===== config.mk =====
export PLATFORM = sky130hd
export DESIGN_NAME = tlc_phase_timer
export DESIGN_NICKNAME = d
export VERILOG_FILES = /design/src/rtl/tlc_pkg.sv /design/src/rtl/tlc_prescaler.sv /design/src/rtl/tlc_phase_timer.sv
export SDC_FILE = /design/constraint.sdc
export NUM_CORES = 1
export LEC_CHECK = 0
export CORE_MARGIN = 4
export CORE_UTILIZATION = 45
export DETAILED_ROUTE_END_ITERATION = 10
export PLACE_DENSITY_LB_ADDON = 0.3
export SYNTH_ARGS = -nofsm -noshare
export SYNTH_HDL_FRONTEND = slang
export SYNTH_SLANG_ARGS = --single-unit

===== constraint.sdc =====
create_clock -name clk -period 2.54 [get_ports clk]
set_clock_uncertainty 0.15 [all_clocks]
set_input_delay 0.254 -clock clk [delete_from_list [all_inputs] [get_ports clk]]
set_output_delay 0.254 -clock clk [all_outputs]
set_load 0.03 [all_outputs]

===== src/rtl/tlc_pkg.sv =====
// Shared definitions for the traffic-light timing blocks: phase codes, FSM state type, lamp decode.
// Latency: n/a (package only). Backpressure: n/a.
// The lamp decode function is shared with the controller-side checker so both agree on legality.
package tlc_pkg;

  // Decoded phase codes presented on the phase output.
  localparam logic [2:0] PH_OFF = 3'd0;
  localparam logic [2:0] PH_R   = 3'd1;
  localparam logic [2:0] PH_RY  = 3'd2;
  localparam logic [2:0] PH_G   = 3'd3;
  localparam logic [2:0] PH_GY  = 3'd4;
  localparam logic [2:0] PH_BAD = 3'd7;

  typedef enum logic [2:0] {
    ST_LOAD,
    ST_COUNT,
    ST_STEP,
    ST_WAIT_ACK,
    ST_FAULT
  } state_t;

  // Map the {red,yellow,green} lamp pattern to a phase code; anything
  // outside the five legal patterns decodes to PH_BAD.
  function automatic logic [2:0] lamp_phase(input logic red, input logic yellow,
                                            input logic green);
    logic [2:0] ph;
    case ({red, yellow, green})
      3'b000:  ph = PH_OFF;
      3'b100:  ph = PH_R;
      3'b110:  ph = PH_RY;
      3'b001:  ph = PH_G;
      3'b011:  ph = PH_GY;
      default: ph = PH_BAD;
    endcase
    return ph;
  endfunction

endpackage


===== src/rtl/tlc_prescaler.sv =====
// Divide-by-PRESCALE tick generator with enable and synchronous clear.
// Latency: tick is combinational, high during the cycle the count sits at PRESCALE-1 with en=1.
// Backpressure: none; en=0 freezes the count without losing the partial period.
// Ports: clk, reset (sync, active-high), en (count enable), clr (sync clear), tick (1-cycle pulse).
module tlc_prescaler #(
  parameter int unsigned PRESCALE = 1000
) (
  input  logic clk,
  input  logic reset,
  input  logic en,
  input  logic clr,
  output logic tick
);

  localparam int W = (PRESCALE > 1) ? $clog2(PRESCALE) : 1;
  localparam logic [W-1:0] LAST = W'(PRESCALE - 1);

  logic [W-1:0] cnt;

  assign tick = en && (cnt == LAST);

  always_ff @(posedge clk) begin
    if (reset || clr) begin
      cnt <= '0;
    end else if (en) begin
      cnt <= tick ? '0 : cnt + 1'b1;
    end
  end

endmodule


===== src/rtl/tlc_phase_timer.sv =====
// Dwell-time sequencer: pulses step once the current lamp phase has been held for its tick count.
// Latency: step rises K*PRESCALE+1 cycles after LOAD; illegal/unexpected lamps fault on the next edge.
// Backpressure: enable=0 freezes dwell timing; a controller that ignores step for ACK_MAX cycles faults.
// Ports: clk, reset (sync, active-high), enable, red/yellow/green lamps in; step, phase[2:0],
//        remaining[CNT_W-1:0], fault out; hold in only when TLC_PED_HOLD_EN is defined
//        (holds green at its last tick for pedestrian extension).
module tlc_phase_timer
  import tlc_pkg::*;
#(
  parameter int unsigned CNT_W     = 16,
  parameter int unsigned PRESCALE  = 1000,
  parameter int unsigned OFF_TICKS = 1,
  parameter int unsigned RED_TICKS = 30,
  parameter int unsigned RY_TICKS  = 3,
  parameter int unsigned GRN_TICKS = 25,
  parameter int unsigned GY_TICKS  = 4,
  parameter int unsigned ACK_MAX   = 8
) (
  input  logic             clk,
  input  logic             reset,
  input  logic             enable,
  input  logic             red,
  input  logic             yellow,
  input  logic             green,
`ifdef TLC_PED_HOLD_EN
  input  logic             hold,
`endif
  output logic             step,
  output logic [2:0]       phase,
  output logic [CNT_W-1:0] remaining,
  output logic             fault
);

  localparam int ACK_W = $clog2(ACK_MAX + 1) + 1;
  localparam logic [ACK_W-1:0] ACK_LAST = ACK_W'(ACK_MAX - 1);
  localparam logic [CNT_W-1:0] CNT_ONE  = CNT_W'(1);

  state_t           state, state_nxt;
  logic [2:0]       cur_pat;
  logic [CNT_W-1:0] cnt;
  logic [ACK_W-1:0] ack_cnt;
  logic             tick, tick_eff, hold_final;

  // Dwell length per phase; a zero count is widened to one so the
  // counter is never loaded with a value it would underflow from.
  function automatic logic [CNT_W-1:0] dwell_of(input logic [2:0] ph);
    int unsigned t;
    case (ph)
      PH_OFF:  t = OFF_TICKS;
      PH_R:    t = RED_TICKS;
      PH_RY:   t = RY_TICKS;
      PH_G:    t = GRN_TICKS;
      PH_GY:   t = GY_TICKS;
      default: t = 1;
    endcase
    if (t == 0) t = 1;
    return CNT_W'(t);
  endfunction

  assign phase = lamp_phase(red, yellow, green);

  tlc_prescaler #(
    .PRESCALE(PRESCALE)
  ) u_prescaler (
    .clk  (clk),
    .reset(reset),
    .en   ((state == ST_COUNT) && enable),
    .clr  (state == ST_LOAD),
    .tick (tick)
  );

`ifdef TLC_PED_HOLD_EN
  // Swallow only the tick that would end green; earlier ticks still count
  // down so release lands on the very next tick.
  assign hold_final = hold && (cur_pat == PH_G) && (cnt == CNT_ONE);
`else
  assign hold_final = 1'b0;
`endif

  assign tick_eff = tick && !hold_final;

  // State register
  always_ff @(posedge clk) begin
    if (reset) begin
      state <= ST_LOAD;
    end else begin
      state <= state_nxt;
    end
  end

  // Next-state logic. Pattern checks come before tick checks so a lamp
  // change coinciding with a tick faults rather than stepping.
  always_comb begin
    state_nxt = state;
    case (state)
      ST_LOAD: begin
        state_nxt = (phase == PH_BAD) ? ST_FAULT : ST_COUNT;
      end
      ST_COUNT: begin
        if (phase != cur_pat) begin
          state_nxt = ST_FAULT;
        end else if (tick_eff && (cnt == CNT_ONE)) begin
          state_nxt = ST_STEP;
        end
      end
      ST_STEP: begin
        state_nxt = (phase == PH_BAD) ? ST_FAULT : ST_WAIT_ACK;
      end
      ST_WAIT_ACK: begin
        if (phase == PH_BAD) begin
          state_nxt = ST_FAULT;
        end else if (phase != cur_pat) begin
          state_nxt = ST_LOAD;
        end else if (ack_cnt >= ACK_LAST) begin
          state_nxt = ST_FAULT;
        end
      end
      default: begin
        state_nxt = ST_FAULT;
      end
    endcase
  end

  // Datapath: latched pattern, dwell counter, ack timeout counter.
  always_ff @(posedge clk) begin
    if (reset) begin
      cur_pat <= PH_OFF;
      cnt     <= '0;
      ack_cnt <= '0;
    end else begin
      case (state)
        ST_LOAD: begin
          cur_pat <= phase;
          cnt     <= dwell_of(phase);
        end
        ST_COUNT: begin
          if (tick_eff && (phase == cur_pat)) begin
            cnt <= cnt - 1'b1;
          end
        end
        ST_STEP: begin
          // The step cycle itself counts toward the ACK_MAX budget.
          ack_cnt <= ACK_W'(1);
        end
        ST_WAIT_ACK: begin
          ack_cnt <= ack_cnt + 1'b1;
        end
        default: begin
        end
      endcase
    end
  end

  // Outputs
  always_comb begin
    step      = (state == ST_STEP);
    fault     = (state == ST_FAULT);
    remaining = (state == ST_COUNT) ? cnt : '0;
  end

endmodule


==> flow_summary.yaml <==
synthesis:
  synthArstFlopShare: 0
  yosys.area.top_type: "dfxtp_1"
  synth_commonest_cells: "41 x nor2_1, 37 x dfxtp_1, 22 x a21oi_1, 20 x nand2_1, 15 x nand3_1"
  yosys_register_bits: 37
  yosysMostFrequentCell: "nor2_1"
  ys_seq_area_frac: 0.346
  synth_edf_count: 0
  synth_nets: 284
  synthTopCellsByArea: "dfxtp_1 35%, nor2_1 7.2%, a21oi_1 5.1%"
  synth_ff_type: "dfxtp_1"
  synth.distinct_cells: 52
  syn-cell-area_um2: 2140
  synth_top_area_share: 0.346
  syn_area_per_cell_um2: 7.81
  synth_warnings: 0
  syn_inst: 274
flow_run:
  maxCapViolations: 0
timing:
  fin_crit_ns: 2.57
  final_max_slew_viol_count: 0
  worstMarginPinSlew_ns: 0.887
  worst_slack_ns: -0.0251
  fin_crit_sh: 1.01
  setup_violations: 1
  final_hold_viol_count: 0
  fin_tns_setup_ns: -0.0251
  max_slew_margin: 0.407
  grt_setup_unrepaired: "true"
  clock.fmax_mhz: 390
placement:
  hpwlAfterDp_mm: 3.73
  place_area_um2: 2590
  gp_routability_congestion: 0.880
  io_buffers: 26
global_route:
  grt_overflow: 0
  grt_first_pass_wirelength_mm: 8.71
  grt_pass1_vias: 1986
  antenna_found_initial: 0
  grt.total_usage: 0.178
  grt_max_degree: 18
final_layout:
  nets: 338
  drive_gt1_frac: 0.237
  syn2layout_area_growth_pct: 31.1
  diodes: 0
  fin_util: 0.627
  final_area_um2: 2810
route:
  drt_iter0_drc: 110
  vias: 2097
  dr.pass1.iters: 4
  vias_per_cell: 5.50
  routedWlPerCell_um: 13.5
  drt_wl_total_mm: 5.16
  ant_nets: 0
  drc: 0
setup_path:
  endpoint_kind: "register"
  reg2reg_slack_ns: 0.03
  worstPathRequired_ns: 2.62
  cp_slowest_stage_delay_ns: 0.56
  arrival_ns: 2.64
  slowest_stage: "or4_4"
  crit_top_cell: "or4_4"
  cp-startpoint: "green"
  crit_type: "input pin to register"
  crit_fanout: 13
  path_cells: "clkdlybuf4s50_1 -> buf_4 -> nor4b_2 -> o31a_1 -> nor3_2 -> or4_4 -> or4_4 -> a21oi_2"
  worstSetupStartpointType: "input pin"
  reg2reg_from: "cur_pat[2]"
power_and_ir_drop:
  p_per_area_nw_per_um2: 575
  irDropWorstVdd_v: 0.000412
  p_leak_uw: 0.00108
  power.total_uw: 1610
floorplanning:
  initial_core_util: 0.478
  die_w_um: 77.0
  core_region_area_um2: 4470
  num_rows: 24
  io_pins: 27
  dieArea_um2: 5930
  die_y_um: 77.0
cts:
  cts_hold_buf: 0
  cts_max_level: 2
  cts_buffer_depth: 2
  cts_root_buf: "clkbuf_8"
  clock_latency_ns: 0.29
  cts_tree: "done"
  clk_pin_slew_ns: 0.07
  cts.sinks: 37
  cts_inserted_buffers: 5
min_path:
  hp-class: "register to register"
  min_from: "u_prescaler.cnt[1]"
run_status:
  violations: "setup timing"
  status: "finished, violations left"
registers in the layout, summed over array words and instances (netlist names):
name,flops
ack_cnt,5
cnt,16
cur_pat,3
state,3
u_prescaler.cnt,10
cell usage in the layout, fill, tap and decap left out, drive strengths merged, types with 2 or more instances in the layout:
cell type / instances
or3: 5
or2: 4
xnor2: 6
o32ai: 3
o31a: 2
and3: 2
and2: 11
dfxtp: 37
nand4: 2
nor2: 41
mux2i: 3
a21o: 4
clkinv: 2
a211oi: 3
xor2: 6
clkbuf: 6
nand2b: 3
clkdlybuf4s50: 14
inv: 8
o21ai: 7
nor3b: 7
ha: 4
nand2: 20
o31ai: 2
o21bai: 2
nand3: 15
o21a: 3
dlygate4sd2: 2
nor3: 12
nor4: 7
a21oi: 22
or4: 4
buf: 46
area by class of cell:
type	instances	area (µm²)
Clock buffer	6	82.6
Clock inverter	2	13.8
Fill cell	390	1670
Inverter	8	30.0
Multi-Input combinational cell	214	1370
Sequential cell	37	742
Tap cell	52	65.1
Timing Repair Buffer	62	507
metal layers:
layer | global-route usage | vias to the layer above | part of all wire
met1 | 0.215 | 974 | 0.45
met5 | 0 | - | 0
met4 | 0.0552 | 0 | 0.011
met2 | 0.314 | 28 | 0.50
met3 | 0.0398 | 7 | 0.036
li1 | - | 1088 | -
power by group:
group / switching (µW) / leakage (µW) / internal [µW] / total (µW)
Sequential: 32.6 / 0.000301 / 619 / 652
Combinational: 296 / 0.000731 / 236 / 531
Clock: 212 / 0.0000512 / 220 / 431
path summary, 6_finish.rpt:
kind / end / cells past startpoint
worst min register to register: u_prescaler.cnt[1] / 2
worst min-delay path: u_prescaler.cnt[1] / 2
worst max-delay path: cnt[14] / 8
worst max register to register: cnt[14] / 6
kinds of logic (layout without fill, tap and decap cells):
family                     Yosys count  count (layout)  share of synthesized area
buffers and inverters               23              78                     0.0479
xor gates and xnor gates            12              12                     0.0491
DFF                                 37              37                      0.346
adders and majority gates            4               4                     0.0234
muxes                                3               3                     0.0140
AOI/OAI and AO/OA                   54              54                      0.164
and+or+nand+nor                    141             141                      0.356
per-stage QoR:
stage	setup slack (ns)	cells	hold WS (ns)
5_1_grt	-0.0742	381	0.365
6_report	-0.0251	381	0.335
3_5_place_dp	-0.433	366	0.329
3_3_place_gp	-0.375	366	0.310
2_1_floorplan	0.00633	274	0.258
4_1_cts	0.000378	380	0.340
critical path, delay by kind of cell:
family	cells	cell delay [ns]
AOI/OAI and AO/OA	2	0.32
buffers and inverters	2	0.67
and+or+nand+nor	4	1.39
repair_timing:
action                                  CTS  global route
endpoints found under the setup margin    3             2
buffers inserted                          6             1
gates resized for setup                   9             8
pin swaps                                10             1
No activity file was read; power rests on OpenSTA's default activity.
